**src/rtl/ser_resp.sv**
```systemverilog
// Serial register-access responder: command byte + data byte frames.
// Ports: clk, rst (async, active-high); ssel_n, sclk, sdi, sdo, sdo_oe
// serial pins; reg_addr, reg_wdata, reg_we, reg_rdata register-file side;
// par_err sticky parity error. Optional: SER_RESP_PARITY_EN adds an even
// parity bit after each data byte.
module ser_resp (
    input  logic       clk,
    input  logic       rst,
    input  logic       ssel_n,
    input  logic       sclk,
    input  logic       sdi,
    output logic       sdo,
    output logic       sdo_oe,
    output logic [3:0] reg_addr,
    output logic [7:0] reg_wdata,
    output logic       reg_we,
    input  logic [7:0] reg_rdata,
    output logic       par_err
);

`ifdef SER_RESP_PARITY_EN
    localparam bit PAR_EN = 1'b1;
`else
    localparam bit PAR_EN = 1'b0;
`endif

    // Index of the last data-phase bit (parity bit when enabled)
    localparam logic [3:0] DATA_LAST = PAR_EN ? 4'd8 : 4'd7;

    typedef enum logic [2:0] {
        S_IDLE,
        S_CMD,
        S_WR_DATA,
        S_RD_DATA,
        S_DONE,
        S_IGNORE
    } state_t;

    state_t state, state_n;

    logic ssel_s1, ssel_s2, ssel_d;
    logic sclk_s1, sclk_s2, sclk_d;
    logic sdi_s1, sdi_s2;

    logic [3:0] cnt, cnt_n;
    logic [7:0] shreg, shreg_n;
    logic [8:0] rsh, rsh_n;
    logic [3:0] addr_n;
    logic [7:0] wdata_n;
    logic       we_n, sdo_n, oe_n, perr_n;

    logic ssel_fall, ssel_rise, sclk_rise, sclk_fall;

    always_ff @(posedge clk or posedge rst) begin
        if (rst) begin
            ssel_s1 <= 1'b1;
            ssel_s2 <= 1'b1;
            ssel_d  <= 1'b1;
            sclk_s1 <= 1'b0;
            sclk_s2 <= 1'b0;
            sclk_d  <= 1'b0;
            sdi_s1  <= 1'b0;
            sdi_s2  <= 1'b0;
        end else begin
            ssel_s1 <= ssel_n;
            ssel_s2 <= ssel_s1;
            ssel_d  <= ssel_s2;
            sclk_s1 <= sclk;
            sclk_s2 <= sclk_s1;
            sclk_d  <= sclk_s2;
            sdi_s1  <= sdi;
            sdi_s2  <= sdi_s1;
        end
    end

    // sclk edges are qualified by the previous select level so an edge
    // arriving in the same clk as deselect still counts.
    assign ssel_fall = ssel_d & ~ssel_s2;
    assign ssel_rise = ~ssel_d & ssel_s2;
    assign sclk_rise = ~sclk_d & sclk_s2 & ~ssel_d;
    assign sclk_fall = sclk_d & ~sclk_s2 & ~ssel_d;

    always_ff @(posedge clk or posedge rst) begin
        if (rst) begin
            state     <= S_IDLE;
            cnt       <= 4'd0;
            shreg     <= 8'd0;
            rsh       <= 9'd0;
            reg_addr  <= 4'd0;
            reg_wdata <= 8'd0;
            reg_we    <= 1'b0;
            sdo       <= 1'b0;
            sdo_oe    <= 1'b0;
            par_err   <= 1'b0;
        end else begin
            state     <= state_n;
            cnt       <= cnt_n;
            shreg     <= shreg_n;
            rsh       <= rsh_n;
            reg_addr  <= addr_n;
            reg_wdata <= wdata_n;
            reg_we    <= we_n;
            sdo       <= sdo_n;
            sdo_oe    <= oe_n;
            par_err   <= perr_n;
        end
    end

    always_comb begin
        state_n = state;
        cnt_n   = cnt;
        shreg_n = shreg;
        rsh_n   = rsh;
        addr_n  = reg_addr;
        wdata_n = reg_wdata;
        we_n    = 1'b0;
        sdo_n   = sdo;
        oe_n    = sdo_oe;
        perr_n  = par_err;

        unique case (state)
            S_IDLE: begin
                oe_n = 1'b0;
                if (ssel_fall) begin
                    state_n = S_CMD;
                    cnt_n   = 4'd0;
                    shreg_n = 8'd0;
                    perr_n  = 1'b0;
                end
            end
            S_CMD: begin
                if (sclk_rise) begin
                    shreg_n = {shreg[6:0], sdi_s2};
                    cnt_n   = cnt + 4'd1;
                    if (cnt == 4'd7) begin
                        addr_n = shreg_n[3:0];
                        cnt_n  = 4'd0;
                        if (shreg_n[6:4] != 3'b000)
                            state_n = S_IGNORE;
                        else if (shreg_n[7])
                            state_n = S_RD_DATA;
                        else
                            state_n = S_WR_DATA;
                    end
                end
            end
            S_WR_DATA: begin
                if (sclk_rise) begin
                    if (cnt < 4'd8)
                        shreg_n = {shreg[6:0], sdi_s2};
                    cnt_n = cnt + 4'd1;
                    if (cnt == DATA_LAST) begin
                        state_n = S_DONE;
                        if (!PAR_EN) begin
                            we_n    = 1'b1;
                            wdata_n = shreg_n;
                        end else if ((^shreg) == sdi_s2) begin
                            we_n    = 1'b1;
                            wdata_n = shreg;
                        end else begin
                            perr_n = 1'b1;
                        end
                    end
                end
            end
            S_RD_DATA: begin
                // First fall loads the byte; later falls shift it out.
                if (sclk_fall) begin
                    if (!sdo_oe) begin
                        rsh_n = {reg_rdata, PAR_EN & (^reg_rdata)};
                        sdo_n = reg_rdata[7];
                        oe_n  = 1'b1;
                    end else begin
                        rsh_n = {rsh[7:0], 1'b0};
                        sdo_n = rsh[7];
                    end
                end
                if (sclk_rise) begin
                    cnt_n = cnt + 4'd1;
                    if (cnt == DATA_LAST) begin
                        state_n = S_DONE;
                        oe_n    = 1'b0;
                        sdo_n   = 1'b0;
                    end
                end
            end
            S_DONE, S_IGNORE: begin
                oe_n = 1'b0;
            end
            default: begin
                state_n = S_IDLE;
                oe_n    = 1'b0;
            end
        endcase

        // Deselect aborts from any state; a write completed this clk
        // keeps its strobe.
        if (ssel_rise) begin
            state_n = S_IDLE;
            oe_n    = 1'b0;
            sdo_n   = 1'b0;
            cnt_n   = 4'd0;
        end
    end

endmodule

```
**config.mk**
```make
export PLATFORM = sky130hd
export DESIGN_NAME = ser_resp
export DESIGN_NICKNAME = d
export VERILOG_FILES = /design/src/rtl/ser_resp.sv
export SDC_FILE = /design/constraint.sdc
export NUM_CORES = 1
export LEC_CHECK = 0
export BUFFER_PORTS_ARGS = -buffer_cell sky130_fd_sc_hd__buf_2
export CORE_UTILIZATION = 40
export DETAILED_ROUTE_END_ITERATION = 8
export PLACE_DENSITY_LB_ADDON = 0.3
export SLEW_MARGIN = 20
export SYNTH_ARGS = -nofsm -noshare
export SYNTH_HDL_FRONTEND = slang
export SYNTH_SLANG_ARGS = --single-unit
```
**constraint.sdc**
```tcl
create_clock -name clk -period 2.35 [get_ports clk]
set_clock_uncertainty 0.05 [all_clocks]
set_input_delay 0.1175 -clock clk [delete_from_list [all_inputs] [get_ports clk]]
set_output_delay 0.1175 -clock clk [all_outputs]
set_load 0.02 [all_outputs]
```
# After elaboration in Yosys (flattened, before gate mapping)
# Cells that the tools add are included.
totals:
  register_bits: 46
  inputBits: 13
  out_inout_bits: 16
  word_cells: 94
op_classes:
  addsub: 1
  magnitude_cmp: 1
  n_eq_ne: 16
  n_mux: 35
  n_bitwise: 10
  reduce_logical: 14
ops:
  columns: ["operator", "count"]
  rows:
  - ["$mux 8", 5]
  - ["$pmux 8 s3", 1]
  - ["$mux 3", 7]
  - ["$mux 4", 5]
  - ["$mux 1", 14]
  - ["$pmux 3 s4", 1]
  - ["$pmux 4 s3", 1]
  - ["$ne 3x3->1 const B", 3]
  - ["$ne 2x2->1 const B", 4]
  - ["$reduce_and 4->1", 2]
  - ["$and 1x1->1", 6]
  - ["$eq 3x2->1 const B", 2]
  - ["$eq 3x3->1 const B", 2]
  - ["$ne 3x1->1 const B", 2]
  - ["$reduce_and 3->1", 2]
  - ["$reduce_and 6->1", 1]
  - ["$reduce_bool 3->1", 2]
  - ["$reduce_or 2->1", 3]
  - ["$add 4x1->4 const B", 1]
  - ["$eq 4x3->1 const B", 1]
  - ["$lt 4x4->1 const B", 1]
  - ["$not 1->1", 4]
  - ["$reduce_bool 4->1", 1]
  - ["$eq 3x1->1 const B", 1]
  - ["5 further kinds", 5]

# Depth between registers and ports, before layout
# Gate-level depths: netlist (run 1).
depth:
  ltp_word: 8
  ltp_mapped: 7
  mapped_depth_nobuf: 6

# Worst setup path before layout (run 1)
# Ideal clock, no wire load.
synth_timing:
  kind: "register to register"
  startpoint: "reg ssel_s2"
  endpoint: "reg cnt[3]"
  setup_time_ps: 125
  arrival_ps: 1820
  required_ps: 2175
  slack_ps: 355
  stages_incl_launch_ff: 7
  path_buffers: 0
  synth_period_minus_slack_ps: 1995
  path_cell_list: "dfstp_2 > inv_1 > ha_1 > or4b_2 > o221ai_1 > nand2b_1 > o22ai_1"
synth_via:
  elab_chain_len: 4
  elab_cells_between_ends: 9
  cone_classes: "eq/ne (3); mux (1); bitwise (3); reduce/logical (2)"
synth_lines:
  columns: ["item", "line_no", "source"]
  rows:
  - ["from (decl)", "41", "logic ssel_s1, ssel_s2, ssel_d;"]
  - ["from (signal assigned)", "66", "ssel_s2 <= ssel_s1;"]
  - ["$not 1->1", "78", "assign ssel_fall = ssel_d & ~ssel_s2;"]
  - ["$and 1x1->1", "78", null]
  - ["$ne 3x3->1 (no line)", null, null]
  - ["$reduce_and 4->1 (no line)", null, null]
  - ["to (signal assigned)", "97", "cnt <= cnt_n;"]
  - ["to (decl)", "45", "logic [3:0] cnt, cnt_n;"]
# Several ways; a longest one is shown, not always the timed one.
# A chain may end at the register's enable or synchronous reset.

# Final worst setup path (run 1)
# Same ends and word-level chain as after synthesis.

==> out/metrics.csv, run 1 <==
metric,value,unit
final total power,1.69,mW
MaxCap Viol Count,0,
DRC,0,
"Avg Cell Area, Syn",10.5,sq um
clock power share,30.6,%
Worst EP arrival,2.27,ns
I/O pin count,29,
die area,5500,sq um
grt ovf,0,
Crit Path Max Fanout,7,
DRT antenna net count,0,
Hold Fails Final Rpt,0,
via count,1499,
drt initial violations,89,
RSZ-0062 raised after global routing,no,
Final WS setup,0.207,ns
Max Freq,467,MHz
Layout area overhead,16.5,%
final net count,246,
worst reg2reg path endpoint,cnt[3],
Setup Total Neg Slack,0,ns
FP Rows,25,
Seq pwr share,52.4,%
initial antenna violation count,0,
pwr/cell area,698,nW/um^2
Core ar.,4880,sq um
Pre-Repair DR Iteration Count,4,
H-tree depth,2,
placed instance area,2280,sq um
Mapped Cells,198,
fin crit share,91.2,%
"FF+latch count, synth",45,
total wire length,3.69,mm
mapped cell area,2080,sq um
DR vias/cell,5.03,
CP endpoint kind,flop,
"commonest non-fill, non-tap cell in the layout",dfrtp_1,
ant diodes,0,
maximum clock path buffer count,2,
CTS buffer count,5,
CTS root buf,clkbuf_8,
Final Setup Violations,0,
fin crit period,2.14,ns
Setup CP Type,reg2reg,
switching share of power,28.9,%
Ys Warns,0,
Starting Density,42.7,%
Setup crit end,cnt[3],
"Seq/Total Area, Yosys",54.2,%
die width,74.2,um
most used cells in the layout excluding fill and tap cells,"dfrtp_1 (42), buf_2 (27), o21ai_0 (22), mux2i_1 (15)",
synth unique cells,43,
Required @ worst endpoint,2.48,ns
Final HPWL DP,2.58,mm
Die Y,74.2,um
reg2reg setup slack,0.21,ns
Sinks on Clock Net,45,
WL per Instance,12.4,um
final instance area,2430,sq um
peak supply drop,0.272,mV
CTS tree,built,
Clock Latency Late Sink,0.29,ns
Slew Limit Fails,0,
vias in the first global route,1438,
Gate power share,17.0,%
Placer Congestion,0.802,
Worst-Margin Slew,0.951,ns
P_leak,1.08,nW
pre-CTS setup slack,0.228,ns
R2R Path Start,ssel_s2,
total track usage,15.2,%
syn nets,214,
crit path launch,ssel_s2,
Hold Path Class,in2reg,
Rel. slew slack,36.3,%
Net Switching,0.489,mW
status,finished clean,
FF-to-FF path depth,6,
port buffer count,27,
clock-pin slew on the worst setup and hold paths,0.08,ns
Pint,1.20,mW
startpoint types,flop,
first-pass GRT wire length,6.38,mm
layout cell share with drive strength beyond 1,22.5,%
largest net degree at the start of global routing,27,
metal layers:
layer | global-route usage [%] | wire, um | up-vias
met5 | 0 | 0 | -
met4 | 5.56 | 34 | 0
met3 | 4.61 | 117 | 4
met2 | 24.5 | 1740 | 28
met1 | 19.2 | 1800 | 716
li1 | - | - | 751
power by group through the flow:
stage | registers (mW) | clock network [mW] | logic, mW
floorplan | 0.868 | 0 | 0.248
global placement | 0.900 | 0 | 0.278
detailed placement | 0.900 | 0 | 0.284
CTS | 0.884 | 0.540 | 0.288
global route | 0.895 | 0.573 | 0.327
finish | 0.886 | 0.518 | 0.289
worst max-delay path: stages (launching register included):
cell	delay, ns
dfstp_2	0.55
inv_1	0.05
ha_1	0.28
or4b_2	0.62
o221ai_1	0.21
nand2b_1	0.19
o22ai_1	0.08
cells by family (layout without fill, tap and decap cells):
group | count (synthesis) | after routing | synth area share, %
DFF | 45 | 45 | 54.2
buffers and inverters | 25 | 58 | 4.98
other | 1 | 1 | 0.180
and+or+nand+nor | 61 | 61 | 16.0
adders and majority gates | 3 | 3 | 1.80
muxes | 20 | 20 | 10.6
AOI/OAI and AO/OA | 43 | 43 | 12.2
flip-flops by register name, summed over array words and instances (netlist names), 3 cells and up:
name / cells
state: 3
cnt: 4
reg_wdata: 8
rsh: 7
reg_addr: 4
shreg: 8
synthesized netlist by cell type:
| cell type | n | area share [%] |
|---|---|---|
| a2111oi_1 | 1 | 0.48 |
| a21oi_1 | 9 | 2.2 |
| a311oi_1 | 1 | 0.42 |
| a32oi_1 | 2 | 0.84 |
| and3_1 | 2 | 0.60 |
| and3b_1 | 1 | 0.42 |
| and4_1 | 1 | 0.42 |
| buf_2 | 5 | 1.2 |
| buf_4 | 1 | 0.36 |
| clkbuf_1 | 4 | 0.72 |
| conb_1 | 1 | 0.18 |
| dfrtp_1 | 42 | 50 |
| dfstp_2 | 3 | 3.8 |
| ha_1 | 3 | 1.8 |
| inv_1 | 15 | 2.7 |
| mux2_2 | 1 | 0.54 |
| mux2_4 | 4 | 2.9 |
| mux2i_1 | 15 | 7.2 |
| nand2_1 | 14 | 2.5 |
| nand2_2 | 1 | 0.30 |
| nand2b_1 | 2 | 0.60 |
| nand3_1 | 10 | 2.4 |
| nand3b_1 | 3 | 1.1 |
| nand4_1 | 1 | 0.30 |
| nor2_1 | 14 | 2.5 |
| nor2b_1 | 1 | 0.30 |
| nor3_1 | 2 | 0.48 |
| nor3b_1 | 2 | 0.72 |
| nor3b_4 | 1 | 0.90 |
| nor4_1 | 1 | 0.30 |
| o211ai_1 | 1 | 0.36 |
| o21ai_0 | 22 | 5.3 |
| o21bai_1 | 1 | 0.36 |
| o221ai_1 | 1 | 0.42 |
| o22a_1 | 1 | 0.42 |
| o22ai_1 | 1 | 0.30 |
| o31ai_1 | 2 | 0.72 |
| o41ai_1 | 1 | 0.42 |
| or2_1 | 1 | 0.30 |
| or2_2 | 1 | 0.30 |
| or3_4 | 1 | 0.54 |
| or4b_1 | 1 | 0.48 |
| or4b_2 | 1 | 0.48 |
how the worst min path moves through the flow:
stage,endpoint,depth (start not counted),slack (ns),startpoint
final,rsh[1],3,0.02,reg_rdata[0]
after global routing,rsh[1],3,0.04,reg_rdata[0]
after CTS,rsh[1],3,0.02,reg_rdata[0]
after detailed placement,rsh[5],2,0.12,rst
after global placement,rsh[5],2,0.12,rst
after floorplan,ssel_s1,0,0.07,ssel_n
what timing repair did:
action | 4_1_cts | 5_1_grt
endpoints found under the setup margin | 0 | 0
hold buffers | 4 | 0
hold endpoints to repair | 19 | 0
buffers inserted | 0 | 0
resized for setup | 0 | 0
per-stage QoR:
step / std cells / utilization, % / hold WS [ns]
floorplan: 198 / - / 0.0720
global placement: 286 / 46.8 / 0.116
finish: 298 / 49.7 / 0.0215
detailed placement: 286 / 46.8 / 0.121
CTS: 298 / 49.7 / 0.0201
global route: 298 / 49.7 / 0.0375
cell type report:
cell class / count / area [sq um]
multi-input cells: 128 / 850
flip-flops and latches: 45 / 1130
fillers: 462 / 2450
repair buffers: 35 / 205
well taps: 67 / 83.8
clock buffers: 7 / 96.3
inverters: 15 / 56.3
clock inverters: 1 / 5.00
Power figures use the tool's default switching activity.
==> inputs of run 2 (changes only) <==
REMOVE_ABC_BUFFERS = 1   (was not set)
==> run 2 against run 1 <==
  * Sequential power barely moved
  * Critical path depth stayed put
  * Clock-buffer cell count stayed put
  * Clock power hardly changed
  * Final area grew 1.7%
  * Flip-flop and latch count stayed put
  * Largest power group unchanged
  * Maximum frequency grew 1.3%
  * Global-route usage increased by 0.77 points
  * Cell count rose by 1.7%
  * Via count decreased by 0.27%
  * First-iteration DRC count increased by 17%
  * Hold slack gained 0.039 ns
==> out/metrics.csv, run 2 (synthesis gave the netlist of run 1 again) <==
metric,value,unit
status,finished clean,
placed instance area,2310,sq um
MaxCap Viol Count,0,
peak supply drop,0.368,mV
final total power,1.70,mW
fin crit period,2.12,ns
fin crit share,90.0,%
die width,74.2,um
drt initial violations,104,
Rel. slew slack,34.6,%
grt ovf,0,
Worst EP arrival,2.25,ns
DRT antenna net count,0,
# fillers,472,
"commonest non-fill, non-tap cell in the layout",dfrtp_1,
CTS root buf,clkbuf_8,
CTS tree,built,
DR vias/cell,4.93,
Clock Latency Late Sink,0.30,ns
Setup Buffers After CTS,0,
most used cells in the layout excluding fill and tap cells,"dfrtp_1 (42), buf_2 (27), o21ai_0 (22), mux2i_1 (15)",
Setup CP Type,reg2reg,
largest net degree at the start of global routing,27,
Layout area overhead,18.4,%
vias in the first global route,1415,
total track usage,15.9,%
final instance area,2470,sq um
via count,1495,
Pre-Repair DR Iteration Count,4,
Setup Total Neg Slack,0,ns
"delay-heaviest family, CP",simple AND/OR/NAND/NOR gates,
final net count,251,
FP Rows,25,
slowest cell on the critical path,or4b_2,
Placer Congestion,0.885,
Final HPWL DP,2.66,mm
first-pass GRT wire length,6.56,mm
layout cell share with drive strength beyond 1,23.7,%
Required @ worst endpoint,2.49,ns
pre-CTS setup slack,0.256,ns
cell breakdown of the critical path,inv_1 -> ha_1 -> or4b_2 -> o221ai_1 -> nand2b_1 -> o21ai_0,
Worst-Margin Slew,0.977,ns
Max Freq,473,MHz
Slew Limit Fails,0,
Hold Fails Final Rpt,0,
P_leak,1.10,nW
clock-pin slew on the worst setup and hold paths,0.09,ns
Final Setup Violations,0,
ant diodes,0,
Largest regs,"reg_wdata: 8 flops, shreg: 8 flops, rsh: 7 flops",
Die Y,74.2,um
pwr/cell area,690,nW/um^2
I/O pin count,29,
startpoint types,flop,
CP endpoint kind,flop,
RSZ-0062 raised after global routing,no,
Core ar.,4880,sq um
crit path buf inv count,1,
DRC,0,
Final WS setup,0.235,ns
Max stage delay on crit path,0.61,ns
initial antenna violation count,0,
Sinks on Clock Net,45,
CTS buffer count,5,
Crit Path Max Fanout,7,
total wire length,3.84,mm
WL per Instance,12.7,um
maximum clock path buffer count,2,
Starting Density,42.7,%
port buffer count,27,
H-tree depth,2,
Hold Path Class,in2reg,
die area,5500,sq um
run 2: changes by cell type in the layout (fill, tap and decap cells not counted):
| cell | previous run | this run |
|---|---|---|
| dlygate4sd3_1 | 4 | 5 |
| buf_4 | 4 | 8 |
run 2: worst min-delay path, cell delays in order:
cell and delay, ns:
buf_2 0.08, mux2i_1 0.05, a21oi_1 0.12
run 2: worst paths after layout:
kind,start,endpoint,slack (ns),cells after the start
min in group asynchronous,rst,reg_wdata[7],0.41,3
max reg2reg,ssel_s2,cnt[0],0.23,6
max in group asynchronous,rst,reg_wdata[6],1.21,4
max,ssel_s2,cnt[0],0.23,6
min,reg_rdata[2],rsh[3],0.06,3
min reg2reg,sclk_s1,sclk_s2,0.30,0
run 2: report_power, final:
group          switching, mW  internal (mW)
Clock                  0.255          0.266
Sequential            0.0678          0.819
Combinational          0.172          0.121
run 2: per-layer routing:
| layer | track usage (%) | up-vias | wire length, um |
|---|---|---|---|
| met5 | 0 | - | 0 |
| met4 | 6.41 | 0 | 61 |
| met3 | 4.07 | 7 | 123 |
| met2 | 24.7 | 26 | 1750 |
| met1 | 21.4 | 700 | 1910 |
| li1 | - | 762 | - |
run 2: cell type report:
type / instances / area, sq um / area share, %
Multi-Input combinational cell: 128 / 850 / 34.4
Inverter: 15 / 56.3 / 2.28
Clock inverter: 1 / 5.00 / 0.203
Tap cell: 67 / 83.8 / 3.40
Sequential cell: 45 / 1130 / 45.8
Timing Repair Buffer: 40 / 245 / 9.94
Clock buffer: 7 / 96.3 / 3.91
run 2: what timing repair did:
action                    in CTS  in global routing
hold endpoints to repair      25                  0
hold buffers                   5                  0
gates resized for setup        0                  0
run 2: stage by stage:
stage | instances | hold slack [ns] | utilization, %
after floorplan | 188 | 0.0720 | -
after global placement | 290 | 0.173 | 47.4
after detailed placement | 290 | 0.174 | 47.4
after CTS | 303 | 0.0573 | 50.5
after global routing | 303 | 0.0638 | 50.5
final | 303 | 0.0607 | 50.5
==> inputs of run 3 (changes only) <==
GPL_TIMING_DRIVEN = 0   (was not set)
MAX_ROUTING_LAYER = met4   (was not set)
SETUP_SLACK_MARGIN = 0.3   (was not set)
==> run 3 against run 2 <==
  * Via count decreased by 1.1%
  * Clock-buffer cell count decreased by 1
  * Sequential share of layout area decreased by 0.48 points
  * Routed wire length decreased by 5.0%
==> out/metrics.csv, run 3 (synthesis gave the netlist of run 1 again) <==
metric,value,unit
Core ar.,4880,sq um
pwr/cell area,738,nW/um^2
Starting Density,42.7,%
WL per Instance,12.3,um
drt initial violations,103,
Pint,1.32,mW
DRC,0,
MaxCap Viol Count,0,
maximum clock path buffer count,2,
I/O pin count,29,
Seq pwr share,48.2,%
Worst EP arrival,2.15,ns
Setup Total Neg Slack,0,ns
R2R Path Start,ssel_d,
reg2reg setup slack,0.36,ns
total track usage,15.6,%
startpoint types,flop,
peak supply drop,0.297,mV
CTS tree,built,
"commonest non-fill, non-tap cell in the layout",dfrtp_1,
Sinks on Clock Net,45,
FF-to-FF path depth,5,
Setup crit end,cnt[2],
Hold Path Class,in2reg,
final instance area,2490,sq um
Gate power share,18.8,%
CTS buffer count,5,
grt ovf,0,
clock power share,33.0,%
most used cells in the layout excluding fill and tap cells,"dfrtp_1 (42), buf_2 (27), o21ai_0 (22), mux2i_1 (15)",
Final Setup Violations,0,
CTS root buf,clkbuf_8,
placed instance area,2270,sq um
final net count,245,
die area,5500,sq um
min-delay src,reg_rdata[0],
largest net degree at the start of global routing,34,
crit path launch,ssel_d,
Final Non-Filler Cells,297,
Required @ worst endpoint,2.51,ns
clock-pin slew on the worst setup and hold paths,0.08,ns
Max Freq,502,MHz
DRT antenna net count,0,
fin crit period,1.99,ns
Placer Congestion,0.891,
Crit Path Max Fanout,7,
placed instance count,283,
RSZ-0062 raised after global routing,yes,
Worst-Margin Slew,0.581,ns
Pre-Repair DR Iteration Count,4,
port buffer count,27,
via count,1479,
vias in the first global route,1403,
switching share of power,28.5,%
ant diodes,0,
status,finished clean,
worst reg2reg path endpoint,cnt[2],
Rel. slew slack,61.3,%
Largest regs,"reg_wdata: 8 flops, shreg: 8 flops, rsh: 7 flops",
Final HPWL DP,2.37,mm
total wire length,3.65,mm
Die Y,74.2,um
initial antenna violation count,0,
P_leak,1.09,nW
Slew Limit Fails,0,
layout cell share with drive strength beyond 1,23.9,%
Clock Latency Late Sink,0.29,ns
die width,74.2,um
Net Switching,0.524,mW
Layout area overhead,19.6,%
Hold Fails Final Rpt,0,
FP Rows,25,
Setup CP Type,reg2reg,
fin crit share,84.8,%
CP endpoint kind,flop,
first-pass GRT wire length,6.27,mm
DR vias/cell,4.98,
H-tree depth,2,
[run 3: cell type report]
class | instances | area (sq um)
repair buffers | 34 | 210
multi-input cells | 128 | 892
clock inverters | 2 | 37.5
fillers | 464 | 2390
inverters | 15 | 56.3
flip-flops and latches | 45 | 1130
clock buffers | 6 | 82.6
well taps | 67 | 83.8
[run 3: worst min path at each step]
stage                         to  cells after the start
global placement         ssel_s1                      1
global route              rsh[1]                      3
detailed placement  reg_wdata[7]                      2
finish                    rsh[1]                      3
floorplan                ssel_s1                      0
CTS                       rsh[1]                      3
[run 3: stage by stage]
stage	total power, mW	hold WS, ns	util (%)	setup WS (ns)
after floorplan	1.10	0.0720	-	0.355
after global placement	1.17	0.172	46.2	0.228
after detailed placement	1.18	0.0299	46.6	0.229
after CTS	1.84	0.00373	50.8	0.362
after global routing	1.93	0.0142	51.1	0.278
final	1.84	0.0109	51.1	0.358
[run 3: critical path, stage by stage, from the launching register on]
cell	delay, ns
dfstp_2	0.58
inv_1	0.05
ha_1	0.27
or2_4	0.31
or4b_1	0.48
o21ai_0	0.16
[run 3: metal layers]
layer / part of all wire, % / up-vias / global-route usage, %
met5: 0 / - / -
met4: 1.5 / 0 / 5.77
met3: 3.1 / 7 / 4.07
met2: 44 / 24 / 24.3
met1: 51 / 695 / 19.6
li1: - / 753 / -
[run 3: power groups by stage]
stage / Combinational (mW) / Sequential [mW] / Clock (mW)
after floorplan: 0.221 / 0.881 / 0
after global placement: 0.277 / 0.897 / 0
after detailed placement: 0.286 / 0.898 / 0
after CTS: 0.334 / 0.884 / 0.625
after global routing: 0.388 / 0.896 / 0.649
final: 0.346 / 0.886 / 0.607
[run 3: repair_timing]
action	CTS	global route
setup buffers	2	0
pin swaps	3	0
endpoints found under the hold margin	15	0
resized for setup	5	2
setup endpoints to repair	12	3
hold buffers	4	0
